$ cat src/rtl/input_port_buffer.sv
// rtl/input_port_buffer.sv - NOC router ingress FIFO with XY next-hop computed at write time
//
// Ports:
//   clk            rising-edge clock
//   reset          asynchronous active-low reset
//   flit_i         incoming flit (destination coordinates in the low bits)
//   valid_i        write request for flit_i
//   grant_i        pop request (OR of this port's grants across output processors)
//   flit_o         head flit (don't-care when empty)
//   nexthop_addr_o next-hop code of the head flit, 3'b000 when empty
//   credit_o       registered one-cycle pulse per freed slot
//   full_o         buffer holds DEPTH flits
//   empty_o        buffer holds no flits
//   overflow_o     sticky: a write was dropped since reset
module input_port_buffer #(
    parameter int DATA_W  = 32,
    parameter int COORD_W = 2,
    parameter int DEPTH   = 4,
    parameter int LOCAL_X = 0,
    parameter int LOCAL_Y = 0
) (
    input  logic              clk,
    input  logic              reset,
    input  logic [DATA_W-1:0] flit_i,
    input  logic              valid_i,
    input  logic              grant_i,
    output logic [DATA_W-1:0] flit_o,
    output logic [2:0]        nexthop_addr_o,
    output logic              credit_o,
    output logic              full_o,
    output logic              empty_o,
    output logic              overflow_o
);

    localparam int ADDR_W  = $clog2(DEPTH);
    localparam int ENTRY_W = DATA_W + 3;

    localparam logic [2:0] HOP_NONE = 3'b000;
    localparam logic [2:0] HOP_N    = 3'b001;
    localparam logic [2:0] HOP_S    = 3'b010;
    localparam logic [2:0] HOP_W    = 3'b011;
    localparam logic [2:0] HOP_E    = 3'b100;
    localparam logic [2:0] HOP_L    = 3'b101;

    localparam logic [COORD_W-1:0] LX = LOCAL_X[COORD_W-1:0];
    localparam logic [COORD_W-1:0] LY = LOCAL_Y[COORD_W-1:0];

    logic [ENTRY_W-1:0] mem [DEPTH];

    logic [ADDR_W-1:0] rd_ptr_q, rd_ptr_d;
    logic [ADDR_W-1:0] wr_ptr_q, wr_ptr_d;
    logic [ADDR_W:0]   count_q,  count_d;
    logic              credit_q, credit_d;
    logic              overflow_q, overflow_d;

    logic              push;
    logic              pop;
    logic              drop;
    logic [2:0]        wr_hop;
    logic [COORD_W-1:0] dest_x;
    logic [COORD_W-1:0] dest_y;
    logic [ENTRY_W-1:0] head;

    // With a power-of-two depth the count MSB is set only at count == DEPTH.
    assign full_o  = count_q[ADDR_W];
    assign empty_o = (count_q == '0);

    assign pop  = grant_i && !empty_o;
    // A pop in the same cycle frees a slot, so a full buffer still accepts the write.
    assign push = valid_i && (!full_o || pop);
    assign drop = valid_i && full_o && !pop;

    assign dest_x = flit_i[2*COORD_W-1:COORD_W];
    assign dest_y = flit_i[COORD_W-1:0];

    // XY dimension-order routing: resolve X first, then Y, else deliver locally.
    always_comb begin
        wr_hop = HOP_L;
        if (dest_x > LX) begin
            wr_hop = HOP_E;
        end else if (dest_x < LX) begin
            wr_hop = HOP_W;
        end else if (dest_y > LY) begin
            wr_hop = HOP_N;
        end else if (dest_y < LY) begin
            wr_hop = HOP_S;
        end
    end

    always_comb begin
        rd_ptr_d   = rd_ptr_q;
        wr_ptr_d   = wr_ptr_q;
        count_d    = count_q;
        credit_d   = pop;
        overflow_d = overflow_q | drop;
        if (pop) begin
            rd_ptr_d = rd_ptr_q + 1'b1;
        end
        if (push) begin
            wr_ptr_d = wr_ptr_q + 1'b1;
        end
        if (push && !pop) begin
            count_d = count_q + 1'b1;
        end else if (pop && !push) begin
            count_d = count_q - 1'b1;
        end
    end

    always_ff @(posedge clk or negedge reset) begin
        if (!reset) begin
            rd_ptr_q   <= '0;
            wr_ptr_q   <= '0;
            count_q    <= '0;
            credit_q   <= 1'b0;
            overflow_q <= 1'b0;
        end else begin
            rd_ptr_q   <= rd_ptr_d;
            wr_ptr_q   <= wr_ptr_d;
            count_q    <= count_d;
            credit_q   <= credit_d;
            overflow_q <= overflow_d;
        end
    end

    // Storage is intentionally not reset; the pointers alone define validity.
    always_ff @(posedge clk) begin
        if (push) begin
            mem[wr_ptr_q] <= {flit_i, wr_hop};
        end
    end

    assign head           = mem[rd_ptr_q];
    assign flit_o         = head[ENTRY_W-1:3];
    assign nexthop_addr_o = empty_o ? HOP_NONE : head[2:0];
    assign credit_o       = credit_q;
    assign overflow_o     = overflow_q;

endmodule

$ cat config.mk
export PLATFORM = sky130hd
export DESIGN_NAME = input_port_buffer
export DESIGN_NICKNAME = d
export VERILOG_FILES = /design/src/rtl/input_port_buffer.sv
export SDC_FILE = /design/constraint.sdc
export NUM_CORES = 1
export LEC_CHECK = 0
export ABC_CLOCK_PERIOD_IN_PS = 1750
export BUFFER_PORTS_ARGS = -buffer_cell sky130_fd_sc_hd__buf_2
export CAP_MARGIN = 20
export CORE_MARGIN = 10
export CORE_UTILIZATION = 51
export CTS_CLUSTER_SIZE = 8
export DETAILED_ROUTE_END_ITERATION = 8
export HOLD_SLACK_MARGIN = 0.05
export PLACE_DENSITY_LB_ADDON = 0.1
export SYNTH_ARGS = -nofsm -noshare
export SYNTH_HDL_FRONTEND = slang
export SYNTH_SLANG_ARGS = --single-unit
$ cat constraint.sdc
create_clock -name clk -period 1.75 [get_ports clk]
set_input_delay 0.35 -clock clk [delete_from_list [all_inputs] [get_ports clk]]
set_output_delay 0.35 -clock clk [all_outputs]
set_load 0.02 [all_outputs]
==> results of run 1 <==
-- cell type report --
| type | count | share of cell area [%] |
|---|---|---|
| Clock buffer | 23 | 6.222 |
| Multi-Input combinational cell | 63 | 14.06 |
| Tap cell | 136 | 2.269 |
| Clock inverter | 9 | 2.052 |
| Inverter | 5 | 0.2502 |
| Timing Repair Buffer | 136 | 17.65 |
| Sequential cell | 145 | 57.50 |
-- registers in the layout (all words and copies together), names as in the netlist --
name        cells
count_q         3
overflow_o      1
credit_o        1
mem           136
rd_ptr_q        2
wr_ptr_q        2
-- cell usage after synthesis --
master / instances / share of area, %
edfxtp_1: 136 / 75
mux4_2: 30 / 12
dfrtp_1: 9 / 4.1
ha_1: 5 / 1.1
inv_1: 5 / 0.34
and2_1: 4 / 0.46
buf_2: 4 / 0.37
mux4_1: 4 / 1.9
buf_12: 3 / 1.1
xnor2_1: 3 / 0.48
xor2_1: 3 / 0.48
mux2_2: 2 / 0.41
nor2_1: 2 / 0.14
nor2b_1: 2 / 0.23
a21boi_2: 1 / 0.21
a31o_2: 1 / 0.16
buf_4: 1 / 0.14
buf_6: 1 / 0.21
conb_1: 1 / 0.069
fa_1: 1 / 0.37
nand2_1: 1 / 0.069
nor3_1: 1 / 0.092
o21ai_0: 1 / 0.092
o31a_1: 1 / 0.16
-- per-stage QoR --
step	utilization [%]	instance area (um^2)	TNS, ns	hold WS [ns]
2_1_floorplan	-	5463	-0.1988	0.05441
3_3_place_gp	59.83	6205	-0.01865	0.2142
3_5_place_dp	59.83	6205	-0.06442	0.2164
4_1_cts	69.55	7212	-17.85	0.05766
5_1_grt	72.33	7501	-18.56	0.06579
6_report	72.33	7501	-15.97	0.09304
-- cell usage in the layout (no fill, tap or decap) --
cell type,netlist,final
mux2_2,2,1
buf_2,4,44
inv_1,5,4
xnor2_1,3,3
a31o_2,1,1
clkinv_2,0,2
mux4_2,30,34
clkbuf_1,0,3
nor2b_4,0,2
clkbuf_8,0,4
xor2_1,3,3
nor2_1,2,2
buf_6,1,34
edfxtp_1,136,136
buf_12,3,12
nand2_1,1,1
o31a_1,1,1
o21ai_0,1,1
nor3_4,0,1
dfrtp_1,9,6
mux2_4,0,1
a21boi_2,1,1
bufinv_16,0,4
dfrtp_2,0,3
clkbuf_16,0,19
dlygate4sd3_1,0,33
clkinv_4,0,1
conb_1,1,1
clkinvlp_4,0,2
fa_2,0,1
buf_4,1,10
inv_2,0,1
ha_1,5,4
ha_2,0,1
and2_2,0,4
-- worst max path at each step --
stage                            from                end  slack, ns  cells after the start
final                     rd_ptr_q[0]  nexthop_addr_o[0]      -0.51                      5
after floorplan            count_q[2]         count_q[2]      -0.12                      8
after global routing      rd_ptr_q[0]  nexthop_addr_o[0]      -0.57                      5
after detailed placement   count_q[0]         count_q[2]      -0.05                      8
after CTS                 rd_ptr_q[0]          flit_o[2]      -0.55                      3
after global placement     count_q[0]         count_q[2]      -0.02                      8
-- what timing repair did --
action / 4_1_cts / 5_1_grt
hold buffers: 33 / 0
pin swaps: 2 / 2
resized for setup: 11 / 67
endpoints found under the hold margin: 137 / 0
buffers inserted: 3 / 2
endpoints found under the setup margin: 37 / 37
cloned: 0 / 3
-- worst max-delay path: stages, from the launching register on --
cell	delay, ns
dfrtp_2	0.37
buf_12	0.14
buf_6	0.10
mux4_2	0.50
nor2b_4	0.15
buf_6	0.12
-- where the power goes --
group / switching (mW) / total [mW] / internal (mW) / leakage, nW
clock: 1.26 / 3.68 / 2.43 / 0.298
sequential: 0.182 / 4.67 / 4.49 / 1.34
combinational: 2.40 / 5.07 / 2.67 / 1.07
total: 3.84 / 13.4 / 9.58 / 2.71
-- layer usage --
layer,GRT usage (%),wire [um]
met1,16.88,4351
met2,21.87,5221
met3,5.561,667
met4,5.895,106
met5,0,0
-- kinds of logic (layout without fill, tap and decap cells) --
| kind of cell | Yosys count | in the layout | synth area share (%) |
|---|---|---|---|
| buffers and inverters | 14 | 173 | 2.156 |
| flip-flops | 145 | 145 | 78.97 |
| adder cells (fa/ha/maj) | 6 | 6 | 1.513 |
| AND/OR/NAND/NOR | 10 | 10 | 0.9858 |
| XOR/XNOR | 6 | 6 | 0.9633 |
| multiplexers | 36 | 36 | 14.72 |
| AO/OA/AOI/OAI | 4 | 4 | 0.6191 |
| other | 1 | 1 | 0.06873 |
==> out/qor.csv, run 1 <==
metric,value,unit
Final Power,13.42,mW
sequential area share after synthesis,78.97,%
status,finished with violations,
worst hold endpoint,overflow_o,
hold path start,valid_i,
HP Class,in2reg,
Leak,2.713,nW
share of cells above drive strength 1,48.03,%
max-slew violations,0,
port buffer count,73,
vias,2676,
initial antenna violation count,0,
GRT overflow,0,
Vias/cell,5.176,
DRT iter0 DRCs,206,
critical path class,reg2out,
failing checks,setup timing,
routed len/inst,20.01,um
Unique masters post-synth,24,
Initial Util,52.62,%
pre-CTS setup slack,-0.04850,ns
final std cells w/o fill,517,
sequential cell area,4313,um^2
area occupied by multi-input gates,1055,um^2
Seq cells post-synth,145,
fill count,627,
max_cap viols,0,
die area,15240,um^2
final WL,10350,um
VDD IR max,0.9741,mV
synth warn,0,
CTS tree,built,
Num Clock Sinks,145,
crit share post-route,129.1,%
Final Hold Vio Count,0,
"Cell Area, Synth",5456,um^2
core region area,10370,um^2
Worst Path Arrival,1.91,ns
DR pass1 iterations,4,
Worst EP required,1.40,ns
CTS buffer count,17,
Register-to-Register Path Depth,9,
DRT antenna net count,0,
CTS max path bufs,2,
vias in the first global route,2906,
Post-Syn Nets,264,
largest net degree at the start of global routing,21,
RR Endpoint,count_q[2],
R2R setup slack,-0.13,ns
Final nets,410,
Crit Reg-Reg Startpoint,count_q[2],
ANT cells,0,
first-pass GRT wire length,15620,um
Row Count,37,
Root Driver,clkbuf_8,
Hold Path Depth,2,
PD cells,1789,nW/um^2
Max Fclk,0.4425,GHz
crit path time final,2.260,ns
GR Util All Layers,13.93,%
Clock transition at path regs,0.06,ns
Mean Syn Cell Area,24.58,um^2
Setup WS post-layout,-0.5097,ns
placed cells,444,
HPWL after detailed placement,6130,um
Placer Congestion,0.6845,
CTS H-tree depth,4,
Post-Syn Instances,222,
die height,123.4,um
Ports,75,
die width,123.4,um
crit path launch type,flop,
synthesis-to-layout area growth,37.47,%
setup violators final,37,
Crit Path Max Fanout,7,
Worst setup EP type,primary output,
Worst Clk Skew,0.005781,ns
RSZ-0062 raised after global routing,true,
# DRC,0,
clk_lat worst skew,0.52,ns
No activity file was read; power rests on OpenSTA's default activity.
==> run 2: changes to the inputs <==
--- a/config.mk
+++ b/config.mk
@@ -6,9 +6,8 @@
 export NUM_CORES = 1
 export LEC_CHECK = 0
-export ABC_CLOCK_PERIOD_IN_PS = 1750
 export BUFFER_PORTS_ARGS = -buffer_cell sky130_fd_sc_hd__buf_2
 export CAP_MARGIN = 20
 export CORE_MARGIN = 10
-export CORE_UTILIZATION = 51
+export CORE_UTILIZATION = 55
 export CTS_CLUSTER_SIZE = 8
 export DETAILED_ROUTE_END_ITERATION = 8
==> constraint.sdc (replaced) <==
create_clock -name clk -period 2.5 [get_ports clk]
set_input_delay 0.5 -clock clk [delete_from_list [all_inputs] [get_ports clk]]
set_output_delay 0.5 -clock clk [all_outputs]
set_load 0.005 [all_outputs]
==> out/qor.csv, run 2 (same netlist as run 1, synthesis figures left out) <==
metric,value,unit,change
Num Clock Sinks,145,,unchanged
Setup WS post-layout,0.1293,ns,was -0.5097 ns
hold path start,flit_i[9],,was valid_i
HP Class,in2reg,,unchanged
DRT iter0 DRCs,114,,was 206
VDD IR max,0.5433,mV,was 0.9741 mV
final WL,9451,um,"was 10,350 um"
GRT overflow,0,,unchanged
routed len/inst,20.32,um,was 20.01 um
Crit Reg-Reg Startpoint,count_q[0],,was count_q[2]
CTS tree,built,,unchanged
CTS H-tree depth,4,,unchanged
first-pass GRT wire length,15390,um,"was 15,620 um"
Final Hold Vio Count,0,,unchanged
RR Endpoint,count_q[2],,unchanged
R2R setup slack,0.50,ns,was -0.13 ns
crit share post-route,94.83,%,
port buffer count,73,,unchanged
vias,2436,,"was 2,676"
crit path launch type,flop,,unchanged
Row Count,36,,was 37
DR pass1 iterations,4,,unchanged
"critical path, cell by cell","buf_12, mux4_1, buf_2",,"was buf_12, buf_6, mux4_2, nor2b_4, buf_6"
Initial Util,56.08,%,was 52.62%
Register-to-Register Path Depth,8,,was 9
worst hold endpoint,mem[3][12],,was overflow_o
Leak,2.384,nW,was 2.713 nW
DRT antenna net count,0,,unchanged
most flop-heavy register,mem,,unchanged
Final nets,361,,was 410
setup_tns,0,ns,was -15.97 ns
RSZ-0062 raised after global routing,false,,was true
max_cap viols,0,,unchanged
met2 wire len,4925,um,was 5221 um
M1 WL,3964,um,was 4351 um
PD cells,1197,nW/um^2,was 1789 nW/um^2
Worst setup EP type,primary output,,unchanged
clk_lat worst skew,0.51,ns,was 0.52 ns
Worst Clk Skew,0.004185,ns,was 0.005781 ns
pre-CTS setup slack,0.3910,ns,was -0.04850 ns
Vias/cell,5.239,,was 5.176
vias in the first global route,2751,,"was 2,906"
Root Driver,clkbuf_8,,unchanged
max-slew violations,0,,unchanged
CTS buffer count,17,,unchanged
GR Util All Layers,14.14,%,was 13.93%
initial antenna violation count,0,,unchanged
share of cells above drive strength 1,47.29,%,was 48.03%
CTS max path bufs,2,,unchanged
most frequent cells in the layout,"edfxtp_1 (136), buf_2 (73), mux4_2 (30)",,"was edfxtp_1 (136), buf_2 (44), mux4_2 (34), buf_6 (34), dlygate4sd3_1 (33)"
CP max-delay cell,mux4_1,,was mux4_2
HPWL after detailed placement,6202,um,was 6130 um
Hold Path Depth,1,,was 2
setup violators final,0,,was 37
synthesis-to-layout area growth,22.59,%,was 37.47%
largest net degree at the start of global routing,26,,was 21
die area,14310,um^2,"was 15,240 um^2"
Worst Path Arrival,1.87,ns,was 1.91 ns
status,"finished, final reports clean",,was finished with violations
# DRC,0,,unchanged
top flop regs,"mem (136), count_q (3)",,unchanged
WL met3,484,um,was 667 um
Placer Congestion,0.6843,,was 0.6845
"commonest non-fill, non-tap cell in the layout",edfxtp_1,,unchanged
Crit Path Max Fanout,10,,was 7
CP peak stage delay,0.56,ns,was 0.50 ns
Ports,75,,unchanged
crit path time final,2.371,ns,
core region area,9729,um^2,"was 10,370 um^2"
die height,119.6,um,was 123.4 um
Worst EP required,2.00,ns,was 1.40 ns
die width,119.6,um,was 123.4 um
Clock transition at path regs,0.06,ns,about the same
critical path class,reg2out,,unchanged
Top Layer Used,met4,,unchanged
Largest register FFs,136,,unchanged
ANT cells,0,,unchanged
Max Fclk,0.4218,GHz,
run 2: changes by cell type in the layout (fill, tap and decap cells not counted), sizes merged:
| cell | previous run | this run |
|---|---|---|
| bufinv | 4 | 5 |
| clkinvlp | 2 | 3 |
| dlygate4sd3 | 33 | 1 |
| clkbuf | 26 | 18 |
| clkinv | 3 | 6 |
| buf | 100 | 86 |
run 2: power breakdown:
group | internal, mW | switching, mW
Combinational | 1.09 | 0.939
Sequential | 3.14 | 0.200
Clock | 1.72 | 0.919
run 2: final cells by class:
| cell class | instances | area [um^2] |
|---|---|---|
| multi-input cells | 63 | 1035 |
| repair buffers | 87 | 523.0 |
| clock inverters | 14 | 214.0 |
| well taps | 133 | 166.4 |
| flip-flops and latches | 145 | 4314 |
| fillers | 641 | 3040 |
| inverters | 5 | 18.77 |
| clock buffers | 18 | 417.9 |
run 2: repair_timing:
item,in CTS,in global routing
gates resized for setup,1,0
hold buffers,1,0
endpoints found under the hold margin,9,0
setup buffers,1,0
setup endpoints to repair,25,0
run 2: per-stage QoR:
step                std cells  utilization (%)  area (um^2)  hold WS [ns]  power (mW)
floorplan                 222                -         5456        0.2044       4.660
global placement          431            62.05         6037        0.3636       5.427
detailed placement        431            62.05         6037        0.3648       5.460
CTS                       465            68.75         6689        0.1793       8.138
global route              465            68.75         6689        0.1785       8.443
finish                    465            68.75         6689        0.2054       8.005
run 2: critical path: cells and delay by family (launching register included):
family	cells	cell delay, ns
muxes	1	0.56
DFF	1	0.49
buffers and inverters	2	0.31
run 2: worst max-delay path by stage:
stage                      from         end  depth (start not counted)  slack, ns
floorplan               grant_i   mem[0][0]                          3       0.44
global placement    rd_ptr_q[0]  flit_o[22]                          3       0.46
detailed placement      grant_i  count_q[2]                          9       0.39
CTS                 rd_ptr_q[1]   flit_o[2]                          3       0.08
global route        rd_ptr_q[1]   flit_o[2]                          3      0.007
finish              rd_ptr_q[0]  flit_o[30]                          3       0.13
run 2: metal layers:
layer | global-route usage [%] | vias up
met4 | 4.977 | 0
met1 | 16.78 | 1256
met5 | 0 | -
met2 | 23.11 | 56
li1 | - | 1115
met3 | 5.532 | 9
==> run 3: changes to the inputs <==
- clock period: 2.5 -> 2.35 ns (I/O delays scaled with it)
==> out/qor.csv, run 3 (same netlist as run 1, synthesis figures left out) <==
metric,value,unit,change
placed instance area,6050,um^2,was 6037 um^2
"Design Area, Final",6764,um^2,was 6689 um^2
met2 wire len,5033,um,was 4925 um
die area,14310,um^2,unchanged
CTS max path bufs,2,,unchanged
HPWL after detailed placement,6175,um,was 6202 um
most frequent cells in the layout,"edfxtp_1 (136), buf_2 (72), mux4_2 (34)",,"was edfxtp_1 (136), buf_2 (73), mux4_2 (30)"
vias in the first global route,2725,,"was 2,751"
Crit Path Max Fanout,7,,was 10
HP Class,in2reg,,unchanged
vias,2475,,"was 2,436"
"commonest non-fill, non-tap cell in the layout",edfxtp_1,,unchanged
first-pass GRT wire length,15010,um,"was 15,390 um"
Worst EP required,1.88,ns,was 2.00 ns
max_cap viols,0,,unchanged
Hold Worst Slack,0.1714,ns,was 0.2054 ns
Worst Path Arrival,1.87,ns,about the same
largest net degree at the start of global routing,26,,unchanged
die width,119.6,um,unchanged
Worst setup EP type,primary output,,unchanged
Ports,75,,unchanged
share of cells above drive strength 1,50.45,%,was 47.29%
Largest register FFs,136,,unchanged
initial antenna violation count,0,,unchanged
Clk pwr share,30.4,%,was 32.9%
crit path time final,2.342,ns,
M1 WL,3999,um,was 3964 um
Comb pwr share,28.4,%,was 25.3%
synthesis-to-layout area growth,23.96,%,was 22.59%
PD cells,1274,nW/um^2,was 1197 nW/um^2
Vias/cell,5.266,,was 5.239
crit path launch type,flop,,unchanged
clk_lat worst skew,0.51,ns,about the same
CTS H-tree depth,4,,unchanged
GR Util All Layers,13.63,%,was 14.14%
Top Layer Used,met4,,unchanged
Leak,2.413,nW,was 2.384 nW
sw frac,27.31,%,was 25.70%
GRT overflow,0,,unchanged
max-slew violations,0,,unchanged
Num Clock Sinks,145,,unchanged
core region area,9729,um^2,unchanged
RSZ-0062 raised after global routing,true,,was false
final WL,9655,um,was 9451 um
Switch Pwr,2.353,mW,was 2.058 mW
WL met3,542,um,was 484 um
status,"finished, final reports clean",,unchanged
Int Pwr,6.262,mW,was 5.948 mW
Max Fclk,0.4269,GHz,
# DRC,0,,unchanged
Clock transition at path regs,0.06,ns,about the same
most flop-heavy register,mem,,unchanged
VDD IR max,0.7046,mV,was 0.5433 mV
crit share post-route,99.68,%,
routed len/inst,20.54,um,was 20.32 um
sequential share of power,41.3,%,was 41.8%
top flop regs,"mem (136), count_q (3)",,unchanged
DRT iter0 DRCs,152,,was 114
DRT antenna net count,0,,unchanged
Final nets,366,,was 361
Placer Congestion,0.6777,,was 0.6843
CTS tree,built,,unchanged
Final Hold Vio Count,0,,unchanged
DR pass1 iterations,4,,unchanged
port buffer count,73,,unchanged
Worst Clk Skew,0.005363,ns,was 0.004185 ns
CTS buffer count,17,,unchanged
Root Driver,clkbuf_8,,unchanged
setup violators final,0,,unchanged
Row Count,36,,unchanged
die height,119.6,um,unchanged
Initial Util,56.08,%,unchanged
ANT cells,0,,unchanged
Final Power,8.615,mW,was 8.005 mW
critical path class,reg2out,,unchanged
## run 3: cell count changes in the layout (fill, tap and decap cells not counted), moves of 3 or more
cell       previous run  this run
buf_6                 0         3
mux4_2               30        34
bufinv_16             5         2
inv_6                 0         7
mux4_1                4         0
clkinv_4              3         0
## run 3: critical path, cell delays in order (launching register included)
cell and delay [ns]:
dfrtp_4 0.42, buf_8 0.14, buf_12 0.14, mux4_2 0.51, buf_2 0.15
## run 3: worst paths after layout
path | slack (ns) | end | from | depth (start not counted)
min in group asynchronous | 0.34 | count_q[2] | reset | 2
worst max-delay path | 0.008 | flit_o[2] | rd_ptr_q[0] | 4
worst min register to register | 0.47 | overflow_o | overflow_o | 1
worst max register to register | 0.34 | count_q[2] | count_q[0] | 8
worst min-delay path | 0.17 | mem[0][32] | flit_i[29] | 1
max in group asynchronous | 1.80 | rd_ptr_q[1] | reset | 2
## run 3: area by class of cell
type	instances	area [um^2]
fillers	640	2965
well taps	133	166.4
clock buffers	17	414.1
clock inverters	15	171.4
flip-flops and latches	145	4317
inverters	5	18.77
multi-input cells	63	1040
repair buffers	92	636.9
## run 3: metal layers
metal | vias up | GRT usage (%)
met5 | - | 0
met4 | 0 | 4.525
met3 | 7 | 4.641
met2 | 67 | 22.11
met1 | 1273 | 16.93
li1 | 1128 | -
## run 3: what timing repair did
item	in CTS	in global routing
gates cloned	0	2
hold endpoints to repair	9	0
endpoints found under the setup margin	33	32
resized for setup	6	13
hold buffers	1	0
setup buffers	2	2
## run 3: power by group through the flow
| stage | Sequential (mW) | Clock [mW] | Combinational, mW |
|---|---|---|---|
| after floorplan | 3.50 | 0 | 1.46 |
| after global placement | 3.62 | 0 | 2.17 |
| after detailed placement | 3.64 | 0 | 2.19 |
| after CTS | 3.58 | 2.66 | 2.26 |
| after global routing | 3.60 | 2.80 | 2.66 |
| final | 3.55 | 2.62 | 2.44 |
## run 3: stage by stage
step / TNS, ns / utilization [%] / worst slack, ns / instances
finish: 0 / 69.52 / 0.007546 / 470
CTS: -0.5700 / 68.35 / -0.05471 / 466
detailed placement: 0 / 62.18 / 0.2675 / 431
floorplan: 0 / - / 0.3189 / 222
global route: -1.406 / 69.52 / -0.06827 / 470
global placement: 0 / 62.18 / 0.3467 / 431
